File: src/rtl/serial_word_streamer.sv
// Parallel-to-serial front end for the 1011 sequence detector.
// Accepts WIDTH-bit words over valid/ready and shifts them out one bit per clock, gapless.
module serial_word_streamer #(
  parameter int WIDTH      = 8,
  parameter bit MSB_FIRST  = 1'b1,
  parameter bit IDLE_LEVEL = 1'b0
) (
  input  logic             clk,
  input  logic             rst,
  input  logic [WIDTH-1:0] data_in,
  input  logic             load_valid,
  output logic             load_ready,
  input  logic             flush,
  output logic             i,
  output logic             bit_valid,
  output logic             busy,
  output logic             word_done
);

  localparam int CW = (WIDTH > 2) ? $clog2(WIDTH) : 1;

  typedef enum logic {
    IDLE  = 1'b0,
    SHIFT = 1'b1
  } state_e;

  state_e           state_q, state_d;
  logic [WIDTH-1:0] shreg_q, shreg_d;
  logic [CW-1:0]    cnt_q, cnt_d;
  logic             last_bit_s;
  logic             accept_s;
  logic [WIDTH-1:0] shifted_s;

  assign last_bit_s = (state_q == SHIFT) && (cnt_q == {CW{1'b0}});
  assign shifted_s  = MSB_FIRST ? {shreg_q[WIDTH-2:0], 1'b0} : {1'b0, shreg_q[WIDTH-1:1]};

  // State, shift register and bit counter.
  always_ff @(posedge clk or posedge rst) begin
    if (rst) begin
      state_q <= IDLE;
      shreg_q <= {WIDTH{1'b0}};
      cnt_q   <= {CW{1'b0}};
    end else begin
      state_q <= state_d;
      shreg_q <= shreg_d;
      cnt_q   <= cnt_d;
    end
  end

  // Next-state logic and handshake; flush overrides any accept.
  always_comb begin
    state_d    = state_q;
    shreg_d    = shreg_q;
    cnt_d      = cnt_q;
    load_ready = 1'b0;
    if (!rst && !flush && ((state_q == IDLE) || last_bit_s)) begin
      load_ready = 1'b1;
    end else begin
      load_ready = 1'b0;
    end
    accept_s = load_valid && load_ready;

    if (flush) begin
      state_d = IDLE;
      shreg_d = {WIDTH{1'b0}};
      cnt_d   = {CW{1'b0}};
    end else begin
      case (state_q)
        IDLE: begin
          if (accept_s) begin
            state_d = SHIFT;
            shreg_d = data_in;
            cnt_d   = CW'(WIDTH - 1);
          end else begin
            state_d = IDLE;
          end
        end
        SHIFT: begin
          if (cnt_q != {CW{1'b0}}) begin
            shreg_d = shifted_s;
            cnt_d   = cnt_q - {{(CW-1){1'b0}}, 1'b1};
          end else if (accept_s) begin
            // Reload on the last bit so the next word follows with no gap.
            shreg_d = data_in;
            cnt_d   = CW'(WIDTH - 1);
          end else begin
            state_d = IDLE;
            shreg_d = {WIDTH{1'b0}};
          end
        end
        default: begin
          state_d = IDLE;
          shreg_d = {WIDTH{1'b0}};
          cnt_d   = {CW{1'b0}};
        end
      endcase
    end
  end

  assign i         = (state_q == SHIFT) ? (MSB_FIRST ? shreg_q[WIDTH-1] : shreg_q[0]) : IDLE_LEVEL;
  assign bit_valid = (state_q == SHIFT);
  assign busy      = (state_q == SHIFT);
  assign word_done = last_bit_s;

endmodule

File: config.mk
export PLATFORM = sky130hd
export DESIGN_NAME = serial_word_streamer
export DESIGN_NICKNAME = d
export VERILOG_FILES = /design/src/rtl/serial_word_streamer.sv
export SDC_FILE = /design/constraint.sdc
export NUM_CORES = 1
export LEC_CHECK = 0
export ABC_AREA = 0
export CAP_MARGIN = 20
export CORE_MARGIN = 2
export CORE_UTILIZATION = 46
export CTS_CLUSTER_SIZE = 12
export DETAILED_ROUTE_END_ITERATION = 12
export PLACE_DENSITY = 0.85
export SLEW_MARGIN = 25
export SYNTH_ARGS = -nofsm -noshare
export SYNTH_HDL_FRONTEND = slang
export SYNTH_SLANG_ARGS = --single-unit
File: constraint.sdc
create_clock -name clk -period 1.53 [get_ports clk]
set_input_delay 0.306 -clock clk [delete_from_list [all_inputs] [get_ports clk]]
set_output_delay 0.306 -clock clk [all_outputs]
set_load 0.01 [all_outputs]
==> impl_metrics.toml <==
[pwr]
pwr-share-comb = 0.261
clockPowerShare = 0.316
p_leak_nw = 0.4696
netSwitchingPower_mw = 0.2188
cellInternalPower_mw = 0.5987
seq_power_share = 0.423
ir_worst_vdd_uv = 562.7
switching_fraction_of_total_power = 0.2677
power_density_nw_per_um2 = 789.1
power.total_mw = 0.8174

[setup_path]
worst_path_dominant_cell_family = "flip-flops"
critical_path.slowest_cell = "dfrtp_1"
worst-setup-path-type = "reg2out"
reg_to_reg_endpoint = "shreg_q[7]"
critPathBufInv = 2
path_depth_of_the_worst_reg2reg_path = 7
critPathCaptureType = "primary output"
critical_path.max_fanout = 2
timing.rr.start = "cnt_q[1]"
reg2reg_slack_ns = 0.04
start_kind = "flop"
crit_chain = "inv_2, ha_4, nor2b_4, nor2_2, nor3_2, buf_2"
crit_required_ns = 1.22
cp_slowest_stage_delay_ns = 0.40
cp.arrival_ns = 1.31

[floorplan]
design.die.area_sq_um = 1773
ioPinCount = 17
area_inside_the_core_boundary_sq_um = 1334
rows = 13
initial_core_util = 0.5009
die_height_um = 42.11
die_x_um = 42.11

[global_route]
globalRouteTotalUtil = 0.2072
grt_overflow = 0
antenna_found_initial = 0
grt_start_max_net_pins = 15
groute.layer.met3.usage = 0.02586
global_route_wire_length_before_repair_um = 2801
most_used_routing_layer = "met2"
first_global_vias = 644
grt_util_met1 = 0.2717
gr-usage-met2 = 0.3406

[hold_path]
worst_hold_path.num_cells = 1
hp-start = "shreg_q[3]"
worst_hold_path_type = "reg2reg"
worstHoldEndpoint = "shreg_q[4]"

[synth]
synth.most_common_cell = "dfrtp_1"
synth_largest_area_cell = "dfrtp_1"
synth.net_count = 77
asyncSetResetFlopFracSynth = 1.000
synth_edf_count = 0
synth_top_area_frac = 0.4494
yosys-top-cells-area = "dfrtp_1 (45%), a221o_1 (9.0%), nor4b_1 (7.9%)"
ys_top_cells_by_count = "dfrtp_1 (12), a221o_1 (6), nor4b_1 (6)"
synth_area_sq_um = 668.1
ys_ff_latch = 12
syn_area_per_cell_sq_um = 10.61
synthesis_warnings = 0
synth.yosys.seq_area_share = 0.4494
dominantRegCellSynth = "dfrtp_1"
synth.lib_cells_used.distinct = 25
synthCells = 63

[placed_design]
detailedPlacementHpwl_um = 1154
detailedPlace.worstSlack_ns = -0.2784
buffer_ports.inserted = 16
place_congestion = 0.8728

[routing]
firstDrtPassIters = 4
vias_per_cell = 5.741
drt-total-wl_um = 1679
first_iter_violations = 16
postRouteAntennaNets = 0
detailroute.via_count = 643
routedWlPerCell_um = 14.99
drcViolationCount = 0

[timing]
final_min_period_over_clock_period = 1.056
timing.slew.headroom = 0.6865
report.final.hold_viol_count = 0
fmaxAchievable_ghz = 0.6190
timing_worst_slew_pin_value_ns = 0.4697
setup_clock_skew_after_layout_ns = 0.001945
timing_max_transition_violations_final = 0
setup-violations-final = 2
fin_worst_hold_slack_ns = 0.5069
finalCriticalPeriod_ns = 1.616
final_critical_path_setup_slack_ns = -0.08554
grt_setup_unrepaired = "yes"

[cts]
cts.path.max_buffers = 2
clock_sink_count = 12
worstSkewPairLatency_ns = 0.27
clk_root_buffer_cell = "clkbuf_4"
cts_buffers = 3
cts-htree-levels = 1
clk_pin_slew_worst_paths_ns = 0.08
tritoncts_clock_tree = "built"
postCtsHoldBufs = 0

[run_status]
violations_in_the_final_reports = "setup timing"
outcome = "complete, but fails checks"

[layout]
filler_cell_count = 95
post_route_cells_drive_above_1_share = 0.3711
area_delta_synth_final_pct = 55.06
finalNetCount = 112
antennaDiodeCount = 0

[run]
cap_violations = 0
==> metal layers <==
layer  vias up  wire length [um]
met2        26               820
met4         0                22
met3         4               112
li1        309                 -
met5         -                 0
met1       304               725
==> worst max path at each step <==
stage / startpoint / end / slack (ns) / depth (start not counted)
6_report: cnt_q[1] / load_ready / -0.09 / 6
5_1_grt: cnt_q[1] / load_ready / -0.19 / 6
4_1_cts: cnt_q[1] / load_ready / -0.1 / 6
3_5_place_dp: flush / shreg_q[7] / -0.28 / 5
3_3_place_gp: flush / cnt_q[0] / -0.25 / 6
2_1_floorplan: cnt_q[0] / load_ready / 0.06 / 5
==> worst reg2reg max path, stage by stage (launching register included) <==
cell     delay (ns)
dfrtp_1        0.40
inv_2          0.08
ha_4           0.13
nor2b_4        0.15
buf_4          0.14
nor3_2         0.04
buf_4          0.15
a221o_1        0.30
==> final cells by class <==
type,instances,area (sq um),area share
clock buffer,4,36.28,0.03502
inverter,4,15.01,0.01449
multi-input combinational,43,375.4,0.3623
sequential,12,300.3,0.2899
tap,15,18.77,0.01812
timing repair buffer,34,290.3,0.2802
==> kinds of logic (layout without fill, tap and decap cells) <==
group | Yosys count | count (layout) | share of synthesized area
flip-flops | 12 | 12 | 0.4494
AO/OA/AOI/OAI | 16 | 16 | 0.2079
adder cells (fa/ha/maj) | 2 | 2 | 0.03745
multiplexers | 1 | 1 | 0.01498
buffers and inverters | 8 | 42 | 0.05803
AND/OR/NAND/NOR | 24 | 24 | 0.2322
==> cells in the final DEF, fill, tap and decap left out, drive strengths merged <==
cell type and instances:
nand3 2, clkdlybuf4s50 11, buf 20, ha 2, a211oi 3, mux2i 1, dlygate4sd2 2, nor4b 6
a221o 6, nor3 5, a21boi 1, clkbuf 4, nor2b 2, nor3b 1, nand2b 2, dfrtp 12
nand2 1, a22o 1, o21ai 2, a21oi 2, clkdlybuf4s15 1, nor2 4, and2 1, a311oi 1
inv 4
==> power by group through the flow <==
stage,logic [mW],clock network [mW],registers (mW)
final,0.213,0.259,0.346
after global routing,0.231,0.285,0.348
after CTS,0.203,0.261,0.346
after detailed placement,0.179,0,0.351
after global placement,0.175,0,0.350
after floorplan,0.0826,0,0.350
==> stage by stage <==
step	utilization	setup TNS (ns)	area, sq um	instances
3_5_place_dp	0.7054	-3.001	940.9	105
4_1_cts	0.7636	-0.1360	1018	111
2_1_floorplan	-	0	673.1	63
5_1_grt	0.7767	-0.5620	1036	112
6_report	0.7767	-0.1470	1036	112
3_3_place_gp	0.7054	-2.569	940.9	105
==> state kept, by name (all words and copies together) (netlist names) <==
register and count:
shreg_q 8, cnt_q 3, bit_valid 1
==> timing repair <==
action / in CTS / in global routing
gates resized for setup: 21 / 3
pin swaps: 1 / 2
endpoints found under the setup margin: 13 / 11
buffers inserted: 2 / 1
gates cloned: 0 / 0
Power figures use the tool's default switching activity.
